`src/rtl/jdrosent_edge_event_arbiter_if.sv`:
```
// jdrosent_edge_event_arbiter_if
//   Tile I/O bus for the edge event arbiter.
//   io_in[0]   clock          io_in[1]   async active-high reset
//   io_in[5:2] req[3:0]       io_in[6]   enable       io_in[7] clear
//   io_out[0]  pulse          io_out[1]  busy
//   io_out[3:2] grant index   io_out[7:4] pending[3:0]
//   master: drives io_in, observes io_out (tile/testbench side)
//   slave : consumes io_in, drives io_out (arbiter side)
interface jdrosent_edge_event_arbiter_if;
  logic [7:0] io_in;
  logic [7:0] io_out;

  modport master (output io_in, input io_out);
  modport slave  (input io_in, output io_out);
endinterface

```
`src/rtl/jdrosent_edge_event_arbiter.sv`:
```
// jdrosent_edge_event_arbiter
//   Captures edges on four asynchronous request lines, latches them as
//   pending events and serialises them round-robin onto one shared output
//   pulse of PULSE_LEN cycles followed by a one-cycle gap.
// Parameters:
//   PULSE_LEN  output pulse width in cycles (1..15)
// Ports:
//   io  slave modport of jdrosent_edge_event_arbiter_if
//       io_in  = {clear, enable, req[3:0], reset, clock}
//       io_out = {pending[3:0], grant index[1:0], busy, pulse}
// Build options:
//   EDGE_ARB_BOTH_EDGES_EN  when defined, both rising and falling request
//                           transitions raise a pending event.
module jdrosent_edge_event_arbiter #(
  parameter int unsigned PULSE_LEN = 4
) (
  jdrosent_edge_event_arbiter_if.slave io
);

  typedef enum logic [1:0] {IDLE, PULSE, GAP} state_e;

  localparam logic [3:0] CNT_LOAD = 4'(PULSE_LEN - 1);

  logic       clk;
  logic       rst;
  logic [3:0] req;
  logic       en;
  logic       clr;

  assign clk = io.io_in[0];
  assign rst = io.io_in[1];
  assign req = io.io_in[5:2];
  assign en  = io.io_in[6];
  assign clr = io.io_in[7];

  state_e     state_q;
  logic [3:0] s_q;
  logic [3:0] h_q;
  logic [3:0] pend_q;
  logic [3:0] pend_d;
  logic [1:0] rr_q;
  logic [1:0] gidx_q;
  logic [3:0] cnt_q;
  logic       pulse_q;
  logic       busy_q;

  logic [3:0] evt;
  logic       grant_ok;
  logic [1:0] gsel;
  logic [1:0] idx;
  logic       found;
  logic [3:0] gbit;

`ifdef EDGE_ARB_BOTH_EDGES_EN
  assign evt = s_q ^ h_q;
`else
  assign evt = s_q & ~h_q;
`endif

  // First pending line at or after rr, wrapping 3->0.
  always_comb begin
    gsel  = '0;
    idx   = '0;
    found = 1'b0;
    for (int unsigned i = 0; i < 4; i++) begin
      idx = rr_q + 2'(i);
      if (!found && pend_q[idx]) begin
        gsel  = idx;
        found = 1'b1;
      end
    end
  end

  always_comb begin
    grant_ok = en & ~clr & (|pend_q) & ((state_q == IDLE) | (state_q == GAP));
    gbit     = grant_ok ? (4'b0001 << gsel) : '0;
    // clear beats a new edge, a new edge beats the grant-clear
    pend_d   = clr ? '0 : ((pend_q & ~gbit) | evt);
  end

  always_ff @(posedge clk or posedge rst) begin
    if (rst) begin
      state_q <= IDLE;
      s_q     <= '0;
      h_q     <= '0;
      pend_q  <= '0;
      rr_q    <= '0;
      gidx_q  <= '0;
      cnt_q   <= '0;
      pulse_q <= 1'b0;
      busy_q  <= 1'b0;
    end else begin
      s_q    <= req;
      h_q    <= s_q;
      pend_q <= pend_d;
      case (state_q)
        IDLE: begin
          if (grant_ok) begin
            gidx_q  <= gsel;
            rr_q    <= gsel + 2'd1;
            cnt_q   <= CNT_LOAD;
            pulse_q <= 1'b1;
            busy_q  <= 1'b1;
            state_q <= PULSE;
          end
        end
        PULSE: begin
          if (cnt_q == '0) begin
            pulse_q <= 1'b0;
            state_q <= GAP;
          end else begin
            cnt_q <= cnt_q - 4'd1;
          end
        end
        GAP: begin
          if (grant_ok) begin
            gidx_q  <= gsel;
            rr_q    <= gsel + 2'd1;
            cnt_q   <= CNT_LOAD;
            pulse_q <= 1'b1;
            state_q <= PULSE;
          end else begin
            busy_q  <= 1'b0;
            state_q <= IDLE;
          end
        end
        default: begin
          pulse_q <= 1'b0;
          busy_q  <= 1'b0;
          state_q <= IDLE;
        end
      endcase
    end
  end

  assign io.io_out = {pend_q, gidx_q, busy_q, pulse_q};

endmodule

```
`src/flat_wrapper.sv`:
```
// flat-port wrapper written by rule: the top's interface ports become plain ports
module jdrosent_edge_event_arbiter_flat 
#(
  parameter int unsigned PULSE_LEN = 4
)
  (io_io_in, io_io_out);
  jdrosent_edge_event_arbiter_if io_i ();
  input wire logic [$bits(io_i.io_in)-1:0] io_io_in;
  output wire logic [$bits(io_i.io_out)-1:0] io_io_out;
  assign io_i.io_in = io_io_in;
  assign io_io_out = io_i.io_out;
  jdrosent_edge_event_arbiter #(.PULSE_LEN(PULSE_LEN)) u_core (.io(io_i));
endmodule
```
`config.mk`:
```
export PLATFORM = sky130hd
export DESIGN_NAME = jdrosent_edge_event_arbiter_flat
export DESIGN_NICKNAME = d
export VERILOG_FILES = /design/src/rtl/jdrosent_edge_event_arbiter_if.sv /design/src/rtl/jdrosent_edge_event_arbiter.sv /design/src/flat_wrapper.sv
export SDC_FILE = /design/constraint.sdc
export NUM_CORES = 1
export LEC_CHECK = 0
export CORE_MARGIN = 2
export CORE_UTILIZATION = 40
export DETAILED_ROUTE_END_ITERATION = 8
export GPL_ROUTABILITY_DRIVEN = 0
export HOLD_SLACK_MARGIN = 0.02
export SETUP_SLACK_MARGIN = 0.1
export SKIP_CTS_REPAIR_TIMING = 1
export SLEW_MARGIN = 25
export SYNTH_ARGS = -nofsm -noshare
export SYNTH_HDL_FRONTEND = slang
export SYNTH_SLANG_ARGS = --single-unit
```
`constraint.sdc`:
```
create_clock -name io_io_in -period 3.68 [get_ports io_io_in]
set_clock_uncertainty 0.1 [all_clocks]
set_input_delay 0.368 -clock io_io_in [delete_from_list [all_inputs] [get_ports io_io_in]]
set_output_delay 0.368 -clock io_io_in [all_outputs]
set_load 0.005 [all_outputs]
```
==> impl_metrics.csv, run 1 <==
group,metric,value,unit
setup_path,cp-end-kind,"flop",
worst_hold_path,hold_path.class,"clk2reg",
die,die_w,56.4,µm
die,io_pins,16,
route,via_per_inst,5.26,
grt,first_global_vias,1282,
setup_path,startpoint,"io_io_in[7]",
logic_synthesis,ys_ff_latch,24,
setup_path,crit_top_cell,"clkbuf_4",
sta,setup_viol,0,
logic_synthesis,yosys_warnings,0,
sta,tightest_slew,0.407,ns
setup_path,critical_path_arrival,3.43,ns
final_layout,final_layout_size_suffix_gt1_frac,0.225,
power_and_ir_drop,p_per_area,875,nW/µm²
power_and_ir_drop,fin_total_pwr,1.35,mW
die,core_area,2690,µm²
die,dieArea,3180,µm²
setup_path,path_depth,12,
die,num_rows,19,
sta,holdWs,-0.387,ns
setup_path,r2r_end,"u_core.cnt_q[0]",
logic_synthesis,synth_area,1100,µm²
placement,portBuffers,8,
logic_synthesis,synth_edf_count,0,
grt,track_usage,0.292,
final_layout,nNetsFinal,160,
setup_path,required,3.82,ns
sta,rsz0062_at_grt,"false",
logic_synthesis,ys_seq_area_frac,0.546,
setup_path,worstRegToRegCells,10,
die,initial_core_util,0.409,
power_and_ir_drop,vdd_ir_drop_max,0.542,mV
outcome,status,"complete, but fails checks",
outcome,violations,"hold timing",
final_layout,area_growth,39.9,%
logic_synthesis,syn_nets,108,
grt,grt_max_degree,15,
placement,dpl.hpwl,1.36,mm
run,cap_viol_max_count,0,
setup_path,path_max_fanout,3,
sta,relSlewSlack,0.728,
die,die_h,56.4,µm
setup_path,crit_path_start_kind,"clock port",
final_layout,final_core_utilization,0.573,
logic_synthesis,syn_inst,94,
setup_path,r2r_setup_slack,1.65,ns
setup_path,cpPeakStageDelay,0.19,ns
route,drt_iter0_markers,49,
logic_synthesis,synth.distinct_cells,28,
clocking,cts_tree,"built",
setup_path,crit_path_cell_trace,"clkbuf_4 > clkbuf_4 > nor3b_4 > clkbuf_4 > clkbuf_4 > o41ai_4 > clkbuf_4 > clkbuf_4 > nand2_2 > clkbuf_4 > clkbuf_4 > a2bb2oi_1",
route,routed-via-count,957,
grt,grt_overflow_total,0,
logic_synthesis,yosysTopAreaCell,"dfrtp_1",
logic_synthesis,yosysMostFrequentCell,"dfrtp_1",
sta,hold_viol,8,
route,wl_per_cell,14.2,µm
logic_synthesis,synth_top_area_frac,0.546,
final_layout,antenna_cells,0,
route,drt_wl_total,2.58,mm
setup_path,crit_family,"buffers and inverters",
grt,grt_pass1_wl,5.06,mm
logic_synthesis,synth_area_leaders,"dfrtp_1 (55%), ha_1 (6.8%), nand2_1 (3.4%), nor2b_1 (3.4%), nor2_1 (3.1%)",
sta,fin_setup_tns,0,ns
route,drtAntennaViolNets,0,
clocking,clk_latency,0.30,ns
setup_path,slowest_stage,"nor3b_4",
clocking,path_clk_slew,0.13,ns
grt,antenna_found_initial,0,
power_and_ir_drop,p_leak,0.838,nW
logic_synthesis,synth_commonest_cells,"dfrtp_1 (24), nand2_1 (10), nor2_1 (9)",
logic_synthesis,syn_avg_cell_area,11.7,µm²
route,dr.pass1.iters,4,
sta,finalMaxSlewViolations,0,
logic_synthesis,synthArstFlopShare,1.00,
setup_path,setup.worst_path.class,"clk2reg",
setup_path,path_buf_inv,8,
logic_synthesis,synth_flop_cell,"dfrtp_1",
setup_path,endpoint,"u_core.cnt_q[1]",
setup_path,reg2reg_from,"u_core.state_q[0]",
route,drc_errors,0,
## flip-flops by register name, indices dropped and copies added (netlist names)
name,cells
u_core.h_q,4
u_core.pend_q,4
u_core.gidx_q,2
u_core.s_q,4
u_core.state_q,2
u_core.busy_q,1
u_core.cnt_q,4
u_core.rr_q,2
u_core.pulse_q,1
## kinds of logic after synthesis
| group | Yosys count | share of synthesized area |
|---|---|---|
| mux | 5 | 0.0523 |
| compound gates | 16 | 0.125 |
| buf+inv | 8 | 0.0341 |
| flops | 24 | 0.546 |
| fa+ha+maj | 6 | 0.0683 |
| simple gates | 35 | 0.174 |
## report_power, final
| part | leakage (nW) | switching, mW | internal [mW] |
|---|---|---|---|
| logic | 0.155 | 0 | 0 |
| clock network | 0.342 | 0.517 | 0.545 |
| registers | 0.342 | 0 | 0.285 |
## worst register-to-register path, delay by kind of cell (launching register included)
kind	cells	cell delay, ns
AOI/OAI and AO/OA	1	0.05
buffers and inverters	6	0.91
DFF	1	0.50
muxes	1	0.26
and+or+nand+nor	2	0.11
## worst min path at each step
stage	from	to	slack [ns]	cells after the start
3_5_place_dp	io_io_in[2]	u_core.s_q[0]	-0.07	0
4_1_cts	io_io_in[5]	u_core.s_q[3]	-0.41	0
3_3_place_gp	io_io_in[2]	u_core.s_q[0]	-0.07	0
6_report	io_io_in[4]	u_core.s_q[2]	-0.39	0
5_1_grt	io_io_in[3]	u_core.s_q[1]	-0.42	0
2_1_floorplan	io_io_in[2]	u_core.s_q[0]	-0.07	0
## per-layer routing
layer	track usage	vias to the layer above	wire, µm
li1	-	427	-
met1	0.169	450	972
met2	0.234	55	1210
met3	0.410	25	236
met4	0.568	0	158
met5	0.0357	-	0
## stage by stage
step                      hold slack (ns)  setup WS, ns  area (µm²)  cells
after floorplan                   -0.0686         0.736        1100     94
after global placement            -0.0686         0.736        1200    131
after detailed placement          -0.0686         0.736        1200    131
after CTS                          -0.407         0.363        1540    182
after global routing               -0.420         0.155        1540    182
final                              -0.387         0.387        1540    182
## placed cells by master, fill, tap and decap left out, drive strengths merged
cell type      netlist  layout
nor3b                3       3
o32a                 1       1
nor3                 1       1
mux2i                2       2
clkinv               0       1
o21a                 1       1
clkdlybuf4s50        0       8
a2bb2oi              1       1
bufinv               0       2
ha                   6       6
inv                  6      30
nor2                 9       9
nand2               11      11
a21oi                6       6
nor2b                6       6
o21ai                3       3
mux2                 3       3
o41a                 1       1
or3b                 1       1
dfrtp               24      24
o41ai                1       1
nand2b               2       2
o22ai                1       1
o31ai                1       1
clkbuf               0      24
and2b                2       2
## cell type report
class | count | area [µm²]
fill | 239 | 1150
sequential | 24 | 601
tap | 31 | 38.8
clock inverter | 28 | 160
multi-input combinational | 62 | 462
clock buffer | 24 | 179
timing repair buffer | 8 | 80.1
inverter | 5 | 18.8
Note: power is estimated with default switching activity, not from simulation.
==> inputs of run 2 (changes only) <==
--- a/config.mk
+++ b/config.mk
@@ -7,6 +7,7 @@
 export LEC_CHECK = 0
 export CORE_MARGIN = 2
 export CORE_UTILIZATION = 40
+export CTS_CLUSTER_SIZE = 10
 export DETAILED_ROUTE_END_ITERATION = 8
 export GPL_ROUTABILITY_DRIVEN = 0
 export HOLD_SLACK_MARGIN = 0.02
==> constraint.sdc (replaced) <==
create_clock -name io_io_in -period 3 [get_ports io_io_in]
set_clock_uncertainty 0.1 [all_clocks]
set_input_delay 0.3 -clock io_io_in [delete_from_list [all_inputs] [get_ports io_io_in]]
set_output_delay 0.3 -clock io_io_in [all_outputs]
set_load 0.005 [all_outputs]
==> run 2 against run 1 <==
Against the previous run: the run still ends with hold timing left; worst setup slack lost 0.15 ns; wire length is 0.89% lower; non-clock buffer count stayed put; cell count decreased by 0.55%; largest power group unchanged.
==> impl_metrics.csv, run 2 (synthesis results as in run 1) <==
group,metric,value,unit
sta,rsz0062_at_grt,"false",
final_layout,fin_area,1540,µm²
grt,grt_max_degree,15,
setup_path,critical_path_arrival,2.87,ns
grt,grt_pass1_wl,5.09,mm
final_layout,final_core_utilization,0.572,
run,cap_viol_max_count,0,
final_layout,fillers,240,
final_layout,final_cells,181,
outcome,violations,"hold timing",
final_layout,layout_common_cells,"inv_1 (29), dfrtp_1 (24), clkbuf_4 (18)",
sta,tightest_slew,0.477,ns
die,io_pins,16,
setup_path,cp-end-kind,"flop",
clocking,clk_latency,0.30,ns
die,dieArea,3180,µm²
final_layout,final_layout_size_suffix_gt1_frac,0.227,
placement,placed_cells,131,
clocking,cts_tree,"built",
grt,first_global_vias,1366,
final_layout,seqCellArea,601,µm²
route,via_per_inst,5.22,
route,drtAntennaViolNets,0,
power_and_ir_drop,p_comb_frac,0,
placement,dpl.hpwl,1.40,mm
setup_path,crit_path_start_kind,"clock port",
final_layout,antenna_cells,0,
setup_path,path_max_fanout,4,
sta,relSlewSlack,0.682,
placement,portBuffers,8,
setup_path,setup.worst_path.class,"clk2reg",
final_layout,layout_commonest_cell,"inv_1",
power_and_ir_drop,vdd_ir_drop_max,0.694,mV
worst_hold_path,hold_path.class,"clk2reg",
die,num_rows,19,
sta,holdWs,-0.389,ns
route,wl_met1,1.00,mm
outcome,status,"complete, but fails checks",
route,wl_per_cell,14.1,µm
final_layout,nNetsFinal,159,
sta,hold_viol,8,
grt,antenna_found_initial,0,
power_and_ir_drop,p_sw,0.637,mW
route,top_layer,"met4",
route,met2_length,1.20,mm
clocking,path_clk_slew,0.13,ns
sta,finalMaxSlewViolations,0,
sta,fin_setup_tns,0,ns
route,dr.pass1.iters,4,
setup_path,required,3.10,ns
route,routed-via-count,945,
die,core_area,2690,µm²
route,drt_wl_total,2.56,mm
placement,place_area,1200,µm²
sta,setup_viol,0,
route,drt_iter0_markers,88,
power_and_ir_drop,intPower,1.01,mW
die,die_w,56.4,µm
route,dr_wl_met3,193,µm
grt,grt_overflow_total,0,
route,drc_errors,0,
power_and_ir_drop,p_per_area,1070,nW/µm²
power_and_ir_drop,seqPwrFrac,0.212,
final_layout,multi_input_area,468,µm²
power_and_ir_drop,switching_share,0.387,
die,die_h,56.4,µm
grt,track_usage,0.219,
power_and_ir_drop,p_leak,0.835,nW
final_layout,area_growth,39.8,%
power_and_ir_drop,clkPwrFrac,0.788,
die,initial_core_util,0.409,
-- run 2: power groups by stage --
stage                     combinational [mW]  clock (mW)  sequential (mW)
after global routing             0.000000155        1.49            0.349
after floorplan                  0.000000139       0.319            0.359
after CTS                        0.000000155        1.36            0.349
after detailed placement         0.000000155       0.319            0.359
final                            0.000000155        1.30            0.349
after global placement           0.000000155       0.319            0.359
-- run 2: final timing paths --
path	start	endpoint	slack (ns)	cells past startpoint
max in group asynchronous	io_io_in[1]	u_core.pend_q[3]	1.55	3
worst max-delay path	io_io_in[7]	u_core.rr_q[0]	0.23	8
worst min register to register	u_core.s_q[2]	u_core.h_q[2]	0.29	0
worst max register to register	u_core.pend_q[1]	u_core.pend_q[3]	0.93	8
min in group asynchronous	io_io_in[1]	u_core.rr_q[1]	1.15	3
worst min-delay path	io_io_in[5]	u_core.s_q[3]	-0.39	0
-- run 2: per-stage QoR --
stage          worst slack, ns  power (mW)  hold WS (ns)
2_1_floorplan            0.396       0.679       -0.0686
3_3_place_gp             0.396       0.679       -0.0686
3_5_place_dp             0.396       0.679       -0.0686
4_1_cts                 0.0247        1.71        -0.404
5_1_grt                  0.204        1.84        -0.430
6_report                 0.233        1.65        -0.389
-- run 2: layout make-up --
| class | instances | share of cell area |
|---|---|---|
| flip-flops and latches | 24 | 0.391 |
| multi-input cells | 62 | 0.304 |
| clock buffers | 23 | 0.111 |
| clock inverters | 28 | 0.104 |
| repair buffers | 8 | 0.0521 |
| well taps | 31 | 0.0252 |
| inverters | 5 | 0.0122 |
-- run 2: critical path: stages --
cell and delay (ns):
clkbuf_4 0.12, clkbuf_4 0.14, nor3b_4 0.18, buf_4 0.16
o41a_2 0.14, clkbuf_4 0.13, clkbuf_4 0.15, mux2_2 0.34
-- run 2: metal layers --
layer  up-vias  global-route usage
met2        51               0.186
met5         -                   0
met3        20               0.230
met1       448               0.194
li1        426                   -
met4         0               0.367
==> inputs of run 3 (changes only) <==
--- a/config.mk
+++ b/config.mk
@@ -5,6 +5,7 @@
 export SDC_FILE = /design/constraint.sdc
 export NUM_CORES = 1
 export LEC_CHECK = 0
+export CORE_ASPECT_RATIO = 1.25
 export CORE_MARGIN = 2
 export CORE_UTILIZATION = 40
 export CTS_CLUSTER_SIZE = 10
@@ -13,7 +14,6 @@
 export HOLD_SLACK_MARGIN = 0.02
 export SETUP_SLACK_MARGIN = 0.1
 export SKIP_CTS_REPAIR_TIMING = 1
-export SLEW_MARGIN = 25
 export SYNTH_ARGS = -nofsm -noshare
 export SYNTH_HDL_FRONTEND = slang
 export SYNTH_SLANG_ARGS = --single-unit
==> run 3 against run 2 <==
Against the previous run: the flow still finishes with violations (hold timing); cell area down 0.65%; critical path depth up 3; register-to-register slack better by 0.10 ns; global-route usage up 4.7 points; sequential power about the same; non-clock buffer count unchanged; worst setup slack better by 0.016 ns.
==> impl_metrics.csv, run 3 (synthesis results as in run 1) <==
group,metric,value,unit
grt,grt_overflow_total,0,
setup_path,crit_top_cell,"clkbuf_4",
grt,track_usage,0.266,
sta,rsz0062_at_grt,"false",
route,via_per_inst,4.94,
final_layout,fin_area,1530,µm²
die,die_w,50.9,µm
grt,use_met3,0.342,
final_layout,layout_common_cells,"inv_1 (29), dfrtp_1 (24), clkbuf_4 (19)",
die,core_area,2650,µm²
die,num_rows,21,
setup_path,setup.worst_path.class,"clk2reg",
setup_path,critical_path_arrival,2.91,ns
route,drt_iter0_markers,34,
sta,fin_setup_tns,0,ns
placement,dpl.hpwl,1.28,mm
sta,relSlewSlack,0.733,
die,dieArea,3190,µm²
sta,holdWs,-0.385,ns
grt,top_usage_layer,"met4",
grt,use_met2,0.227,
grt,grt_use_met1,0.157,
route,routed-via-count,909,
die,initial_core_util,0.414,
power_and_ir_drop,p_per_area,1040,nW/µm²
clocking,path_clk_slew,0.14,ns
sta,tightest_slew,0.401,ns
final_layout,multi_input_area,468,µm²
sta,setup_viol,0,
worst_hold_path,hold_path.class,"clk2reg",
final_layout,fillers,238,
outcome,status,"complete, but fails checks",
clocking,clk_latency,0.32,ns
die,die_h,62.6,µm
placement,portBuffers,8,
sta,hold_viol,8,
setup_path,crit_path_cell_trace,"clkbuf_4 > clkbuf_4 > nor3b_4 > buf_6 > o41ai_4 > clkbuf_4 > clkbuf_4 > nand2_2 > clkbuf_4 > clkbuf_4 > a2bb2oi_2",
outcome,violations,"hold timing",
final_layout,final_layout_size_suffix_gt1_frac,0.227,
route,drtAntennaViolNets,0,
grt,antenna_found_initial,0,
setup_path,path_max_fanout,4,
grt,grt_max_degree,14,
placement,place_area,1210,µm²
route,drc_errors,0,
setup_path,path_buf_inv,7,
final_layout,antenna_cells,0,
power_and_ir_drop,p_leak,0.825,nW
setup_path,cp-end-kind,"flop",
die,io_pins,16,
clocking,cts_tree,"built",
run,cap_viol_max_count,0,
setup_path,crit_family,"buffers and inverters",
setup_path,cpPeakStageDelay,0.20,ns
power_and_ir_drop,fin_total_pwr,1.59,mW
grt,first_global_vias,1320,
sta,finalMaxSlewViolations,0,
route,drt_wl_total,2.62,mm
setup_path,crit_path_start_kind,"clock port",
setup_path,slowest_stage,"nor3b_4",
power_and_ir_drop,vdd_ir_drop_max,0.463,mV
grt,grt_pass1_wl,4.93,mm
route,wl_per_cell,14.2,µm
final_layout,area_growth,38.9,%
route,dr.pass1.iters,5,
final_layout,seqCellArea,601,µm²
final_layout,nNetsFinal,159,
setup_path,required,3.16,ns
final_layout,layout_commonest_cell,"inv_1",
-- run 3: worst paths after layout --
kind                                        from               end  slack, ns  depth (start not counted)
worst min register to register     u_core.s_q[1]     u_core.h_q[1]       0.29                          0
worst max register to register  u_core.pend_q[1]  u_core.pend_q[3]       1.03                          8
min in group asynchronous            io_io_in[1]  u_core.gidx_q[1]       1.14                          3
worst max-delay path                 io_io_in[7]   u_core.cnt_q[1]       0.25                         11
max in group asynchronous            io_io_in[1]     u_core.s_q[2]       1.54                          3
worst min-delay path                 io_io_in[5]     u_core.s_q[3]      -0.39                          0
-- run 3: cell type report --
| cell class | count | area share |
|---|---|---|
| clock inverters | 27 | 0.0844 |
| repair buffers | 8 | 0.0524 |
| clock buffers | 24 | 0.124 |
| well taps | 34 | 0.0278 |
| multi-input cells | 62 | 0.306 |
| flip-flops and latches | 24 | 0.393 |
| inverters | 5 | 0.0123 |
-- run 3: power breakdown --
group | leakage, nW | switching [mW] | total (mW) | internal, mW
sequential | 0.342 | 0 | 0.349 | 0.349
clock | 0.328 | 0.634 | 1.24 | 0.607
combinational | 0.155 | 0 | 0.000000155 | 0
-- run 3: per-stage QoR --
stage	utilization	hold WS [ns]	setup slack, ns	std cells
after floorplan	-	-0.0686	0.396	94
after CTS	0.575	-0.401	0.0360	185
after global placement	0.455	-0.0686	0.396	134
after detailed placement	0.455	-0.0686	0.396	134
after global routing	0.576	-0.441	0.190	184
final	0.576	-0.385	0.249	184
-- run 3: worst reg2reg max path, delay by kind of cell (launching register included) --
kind	cells	cell delay, ns
AO/OA/AOI/OAI	2	0.38
adder cells (fa/ha/maj)	1	0.26
buffers and inverters	1	0.16
flip-flops	1	0.50
AND/OR/NAND/NOR	4	0.51
-- run 3: routing by layer --
layer	wire length, µm	up-vias	share of wire
met3	153	16	0.058
met5	0	-	0
met4	143	0	0.055
met1	1040	440	0.40
li1	-	423	-
met2	1270	30	0.49
